[config.mk]
export PLATFORM = sky130hd
export DESIGN_NAME = tdm_audio_top
export DESIGN_NICKNAME = d
export VERILOG_FILES = /design/src/rtl/tdm_audio_top.sv
export SDC_FILE = /design/constraint.sdc
export NUM_CORES = 1
export LEC_CHECK = 0
export CAP_MARGIN = 20
export CORE_MARGIN = 2
export CORE_UTILIZATION = 55
export DETAILED_ROUTE_END_ITERATION = 8
export PLACE_DENSITY = 0.7
export SYNTH_ARGS = -nofsm -noshare
export SYNTH_HDL_FRONTEND = slang
export SYNTH_SLANG_ARGS = --single-unit
export TNS_END_PERCENT = 10
[constraint.sdc]
create_clock -name mclk_in -period 4.3 [get_ports mclk_in]
set_clock_uncertainty 0.1 [all_clocks]
set_input_delay 0.86 -clock mclk_in [delete_from_list [all_inputs] [get_ports mclk_in]]
set_output_delay 0.86 -clock mclk_in [all_outputs]
set_load 0.02 [all_outputs]
[src/rtl/tdm_audio_top.sv]
// TDM audio loopback: generates bclk/wclk from mclk_in, captures a full frame of
// serial slot data and retransmits it unchanged, slot for slot, one frame later.
module tdm_audio_top #(
    parameter int SLOTS     = 8,
    parameter int SLOT_BITS = 32
) (
    input  logic mclk_in,
    input  logic rst_n,
    output logic bclk,
    output logic wclk,
    input  logic tdm_in,
    output logic tdm_out
);

    localparam int SLOT_W = (SLOTS > 1) ? $clog2(SLOTS) : 1;
    localparam int BIT_W  = (SLOT_BITS > 1) ? $clog2(SLOT_BITS) : 1;

    // The frame bit counter is held as a slot/bit pair so slot and bit index
    // come straight from the register with no divider.
    logic [SLOT_W-1:0]    slot_idx;
    logic [BIT_W-1:0]     bit_idx;
    logic [SLOT_W-1:0]    nxt_slot;
    logic [BIT_W-1:0]     nxt_bit;
    logic [BIT_W-1:0]     tx_bit_sel;
    logic                 last_bit;
    logic                 last_slot;
    logic                 frame_wrap;
    logic                 rise_evt;
    logic                 fall_evt;

    logic [SLOT_BITS-1:0] rx_shift;
    logic [SLOT_BITS-1:0] rx_word_next;
    logic [SLOT_BITS-1:0] rx_buf [SLOTS];
    logic [SLOT_BITS-1:0] tx_buf [SLOTS];

    // bclk is still low on the edge that raises it, high on the edge that drops it
    assign rise_evt     = ~bclk;
    assign fall_evt     = bclk;
    assign rx_word_next = {rx_shift[SLOT_BITS-2:0], tdm_in};

    // Next counter position and the transmit bit that goes with it
    always_comb begin
        last_bit   = (bit_idx == BIT_W'(SLOT_BITS - 1));
        last_slot  = (slot_idx == SLOT_W'(SLOTS - 1));
        frame_wrap = last_bit && last_slot;
        nxt_bit    = last_bit ? '0 : bit_idx + BIT_W'(1);
        nxt_slot   = slot_idx;
        if (last_bit) begin
            nxt_slot = last_slot ? '0 : slot_idx + SLOT_W'(1);
        end
        tx_bit_sel = BIT_W'(SLOT_BITS - 1) - nxt_bit;
    end

    // Bit clock: divide mclk_in by two
    always_ff @(posedge mclk_in or negedge rst_n) begin
        if (!rst_n) begin
            bclk <= 1'b0;
        end else begin
            bclk <= ~bclk;
        end
    end

    // Frame bit counter advances on each bclk falling event; resets to the last
    // position so the first falling event after reset starts frame 0
    always_ff @(posedge mclk_in or negedge rst_n) begin
        if (!rst_n) begin
            slot_idx <= SLOT_W'(SLOTS - 1);
            bit_idx  <= BIT_W'(SLOT_BITS - 1);
        end else if (fall_evt) begin
            slot_idx <= nxt_slot;
            bit_idx  <= nxt_bit;
        end
    end

    // Frame sync is high for the one bclk period in which the counter reads 0
    always_ff @(posedge mclk_in or negedge rst_n) begin
        if (!rst_n) begin
            wclk <= 1'b0;
        end else if (fall_evt) begin
            wclk <= frame_wrap;
        end
    end

    // Receive: shift in MSB first on rising events, park each finished word in its slot
    always_ff @(posedge mclk_in or negedge rst_n) begin
        if (!rst_n) begin
            rx_shift <= '0;
            for (int i = 0; i < SLOTS; i++) begin
                rx_buf[i] <= '0;
            end
        end else if (rise_evt) begin
            rx_shift <= rx_word_next;
            if (last_bit) begin
                rx_buf[slot_idx] <= rx_word_next;
            end
        end
    end

    // Transmit: snapshot the received frame at the wrap and serialise it MSB first;
    // the first bit after the wrap is taken from rx_buf directly since tx_buf
    // is only being loaded on that same edge
    always_ff @(posedge mclk_in or negedge rst_n) begin
        if (!rst_n) begin
            tdm_out <= 1'b0;
            for (int i = 0; i < SLOTS; i++) begin
                tx_buf[i] <= '0;
            end
        end else if (fall_evt) begin
            if (frame_wrap) begin
                tx_buf  <= rx_buf;
                tdm_out <= rx_buf[0][SLOT_BITS-1];
            end else begin
                tdm_out <= tx_buf[nxt_slot][tx_bit_sel];
            end
        end
    end

endmodule

==> key figures, run 1 <==
Status
  • Status: completed

STA
  • Max Transition Viols Final: 0
  • Fin crit period: 3.83 ns
  • Fmax: 261 MHz
  • Final setup viols: 0
  • Final period utilization: 89.2%
  • Setup ws final: 0.465 ns
  • Setup TNS: 0 ns
  • Worst slew pin tran: 1.06 ns
  • Hold violation count in the final report: 0
  • RSZ-0062 raised after global routing: false
  • Slew margin rel.: 29.5%
  • Hold WS: 0.181 ns

Cells and area
  • Non-filler cells, final: 2,729
  • Ratio of cells with drive above 1 in the final layout: 21.6%
  • Area added between synthesis and finish: 11.3%
  • Fill count: 3,287
  • Nets: 2,153

Clock tree
  • CTS root buffer: clkbuf_16
  • H-tree depth: 2
  • Max Root-Sink Buffers: 3
  • CTS Buf Count: 56
  • Clk pin slew, worst setup/hold paths: 0.06 ns
  • CTS resizes: 0
  • CTS tree: built
  • CTS sink count: 554
  • CTS Hold Bufs: 0
  • Postcts setup bufs: 0
  • Worst-skew pair later-pin latency: 0.63 ns

Synthesis
  • Main flop type after synthesis: dfrtp_1
  • Top post-synthesis cells by area: dfrtp_1 (58%), mux2_2 (14%), nand2_1 (14%)
  • Part of the Yosys area used for sequential elements: 58.9%
  • Fraction of registers with async set/reset: 100%
  • Syn Inst Count: 2,203
  • Post-synth top area share: 58.0%
  • Library cells used by synthesis: 71
  • Ys Warns: 0
  • Post-Synthesis Net Count: 2,210
  • Number of synthesized flops with an enable pin: 0
  • Largest area contributor in the netlist: dfrtp_1
  • Most frequent cell after synthesis: nand2_1
  • Yosys reg bits: 554
  • Mapped cell area: 23,600 sq um
  • Syn_area_per_cell: 10.7 sq um
  • Synth top cells by count: nand2_1 (859), dfrtp_1 (546), mux2_2 (297)

Route
  • Routed WL: 59.4 mm
  • Wirelength per Cell: 21.8 microns
  • Antenna-violating nets left: 0
  • Vias: 16.2k
  • DR vias/cell: 5.93
  • DRT Pass-1 Iters: 5
  • DRC Markers: 0
  • Initial DRC Count: 1,571

Die
  • Core area: 42,100 sq um
  • Die Area: 44,500 sq um
  • Row count: 75
  • Die width: 211 microns
  • Top-level I/O count: 6
  • Starting density of the core: 55.9%
  • Die Ht: 211 microns

Global routing
  • Total Routing Usage GR: 27.5%
  • First-pass GRT wire length: 94.4 mm
  • GRT Residual Overflow: 0
  • Initial antenna violation count: 1
  • Largest net degree at the start of global routing: 150
  • Vias in the first global route: 16.2k

Place
  • Final HPWL DP: 35.8 mm
  • RePlAce Congestion: 0.920
  • Worst slack, placed: 0.539 ns
  • Number of buffers added on ports: 5
  • Placed insts: 2,627

Critical path
  • Crit path DAT: 4.22 ns
  • Crit-path max FO: 20
  • Crit. End Element: flip-flop
  • R2r setup slk: 0.47 ns
  • Startpoint Class: flip-flop
  • Worst EP required: 4.69 ns
  • Setup CP Type: flip-flop to flip-flop

Pwr
  • Worst VDD drop: 0.000344 V
  • Pwr dens: 403 nW/um^2
  • Leak: 13.6 nW

Worst hold path
  • Tightest Hold Check Type: input pin to asynchronous set/reset pin

Flow run
  • MaxCap Viol Count: 0
-- path summary, 6_finish.rpt --
| check | to | cells after the start | from |
|---|---|---|---|
| min in group mclk_in | tx_buf[169] | 2 | rx_buf[169] |
| hold / removal | rx_shift[11] | 1 | rst_n |
| hold reg to reg | tx_buf[169] | 2 | rx_buf[169] |
| setup / recovery | tdm_out | 12 | bit_idx[0] |
| max in group asynchronous | rx_shift[17] | 2 | rst_n |
| setup reg to reg | tdm_out | 12 | bit_idx[0] |
-- cell families after synthesis --
logic type	after synthesis	share of synthesized area (%)
AOI/OAI and AO/OA	135	4.06
xor gates and xnor gates	3	0.111
adders and majority gates	4	0.212
buffers and inverters	172	2.95
DFF	554	58.9
muxes	333	16.7
and+or+nand+nor	1002	17.1
-- flip-flops by register name, summed over array words and instances (netlist names) --
register	cells
rx_shift	31
bclk	1
wclk	1
tdm_out	1
bit_idx	5
slot_idx	3
tx_buf	256
rx_buf	256
-- per-layer routing --
| metal | global-route usage [%] | up-vias | share of wire (%) | wire length, microns |
|---|---|---|---|---|
| met2 | 44.2 | 498 | 48 | 28200 |
| met5 | 0 | - | 0 | 0 |
| li1 | - | 7194 | - | - |
| met4 | 8.28 | 0 | 2.8 | 1650 |
| met1 | 38.8 | 8362 | 44 | 26000 |
| met3 | 4.62 | 123 | 5.9 | 3520 |
-- worst max-delay path, cell delays in order (launching register included) --
cell	delay (ns)
dfstp_2	0.57
ha_1	0.19
and3_1	0.16
ha_1	0.25
or3b_1	0.57
buf_12	0.25
and3_1	0.17
a2111oi_0	0.45
nor4_1	0.12
o32ai_1	0.47
o211ai_1	0.17
nand4b_1	0.14
o2111ai_1	0.12
-- cell usage in the layout, fill, tap and decap left out, types with 7 or more instances in the layout --
cell type / Yosys / final
a31oi_1: 9 / 9
o21ai_0: 19 / 19
and3_1: 13 / 12
nand2_1: 859 / 856
clkbuf_16: 0 / 58
nand4_1: 13 / 13
dfrtp_1: 546 / 545
buf_12: 0 / 17
dfstp_2: 8 / 8
mux2_2: 297 / 297
mux2i_1: 18 / 18
mux4_2: 12 / 12
nor2_1: 27 / 25
a221oi_1: 7 / 7
a21oi_1: 29 / 29
a211oi_1: 15 / 15
clkbuf_8: 0 / 16
bufinv_16: 0 / 7
clkbuf_1: 95 / 14
buf_4: 3 / 32
nand3_1: 50 / 49
-- through the flow --
step | util (%) | total power [mW] | instance area [sq um]
final | 62.3 | 10.6 | 26200
after global routing | 62.3 | 10.9 | 26200
after CTS | 62.3 | 10.7 | 26200
after detailed placement | 57.6 | 5.50 | 24300
after global placement | 57.6 | 5.50 | 24300
after floorplan | - | 5.36 | 23600
-- layout make-up --
cell class / instances / area (sq um) / share of cell area [%]
antenna: 1 / 2.50 / 0.00954
clock buffer: 88 / 1720 / 6.57
clock inverter: 13 / 258 / 0.982
inverter: 3 / 11.3 / 0.0429
multi-input combinational: 1477 / 9060 / 34.5
sequential: 554 / 13900 / 52.9
tap: 539 / 674 / 2.57
timing repair buffer: 54 / 636 / 2.42
-- report_power, final --
part / leakage [nW] / internal [mW] / switching (mW) / total (mW)
logic: 5.00 / 0.0250 / 0.105 / 0.130
registers: 7.64 / 5.23 / 0.0410 / 5.27
clock network: 0.969 / 3.16 / 2.02 / 5.18
Note: power is estimated with default switching activity, not from simulation.
==> inputs of run 2 (changes only) <==
CAP_MARGIN = not set   (was 20)
==> results of run 2 <==
Final layout, timing and power as in run 1 (identical DEF).
==> inputs of run 3 (changes only) <==
TNS_END_PERCENT = 20   (was 10)
==> results of run 3 <==
Final layout, timing and power as in run 1 (identical DEF).
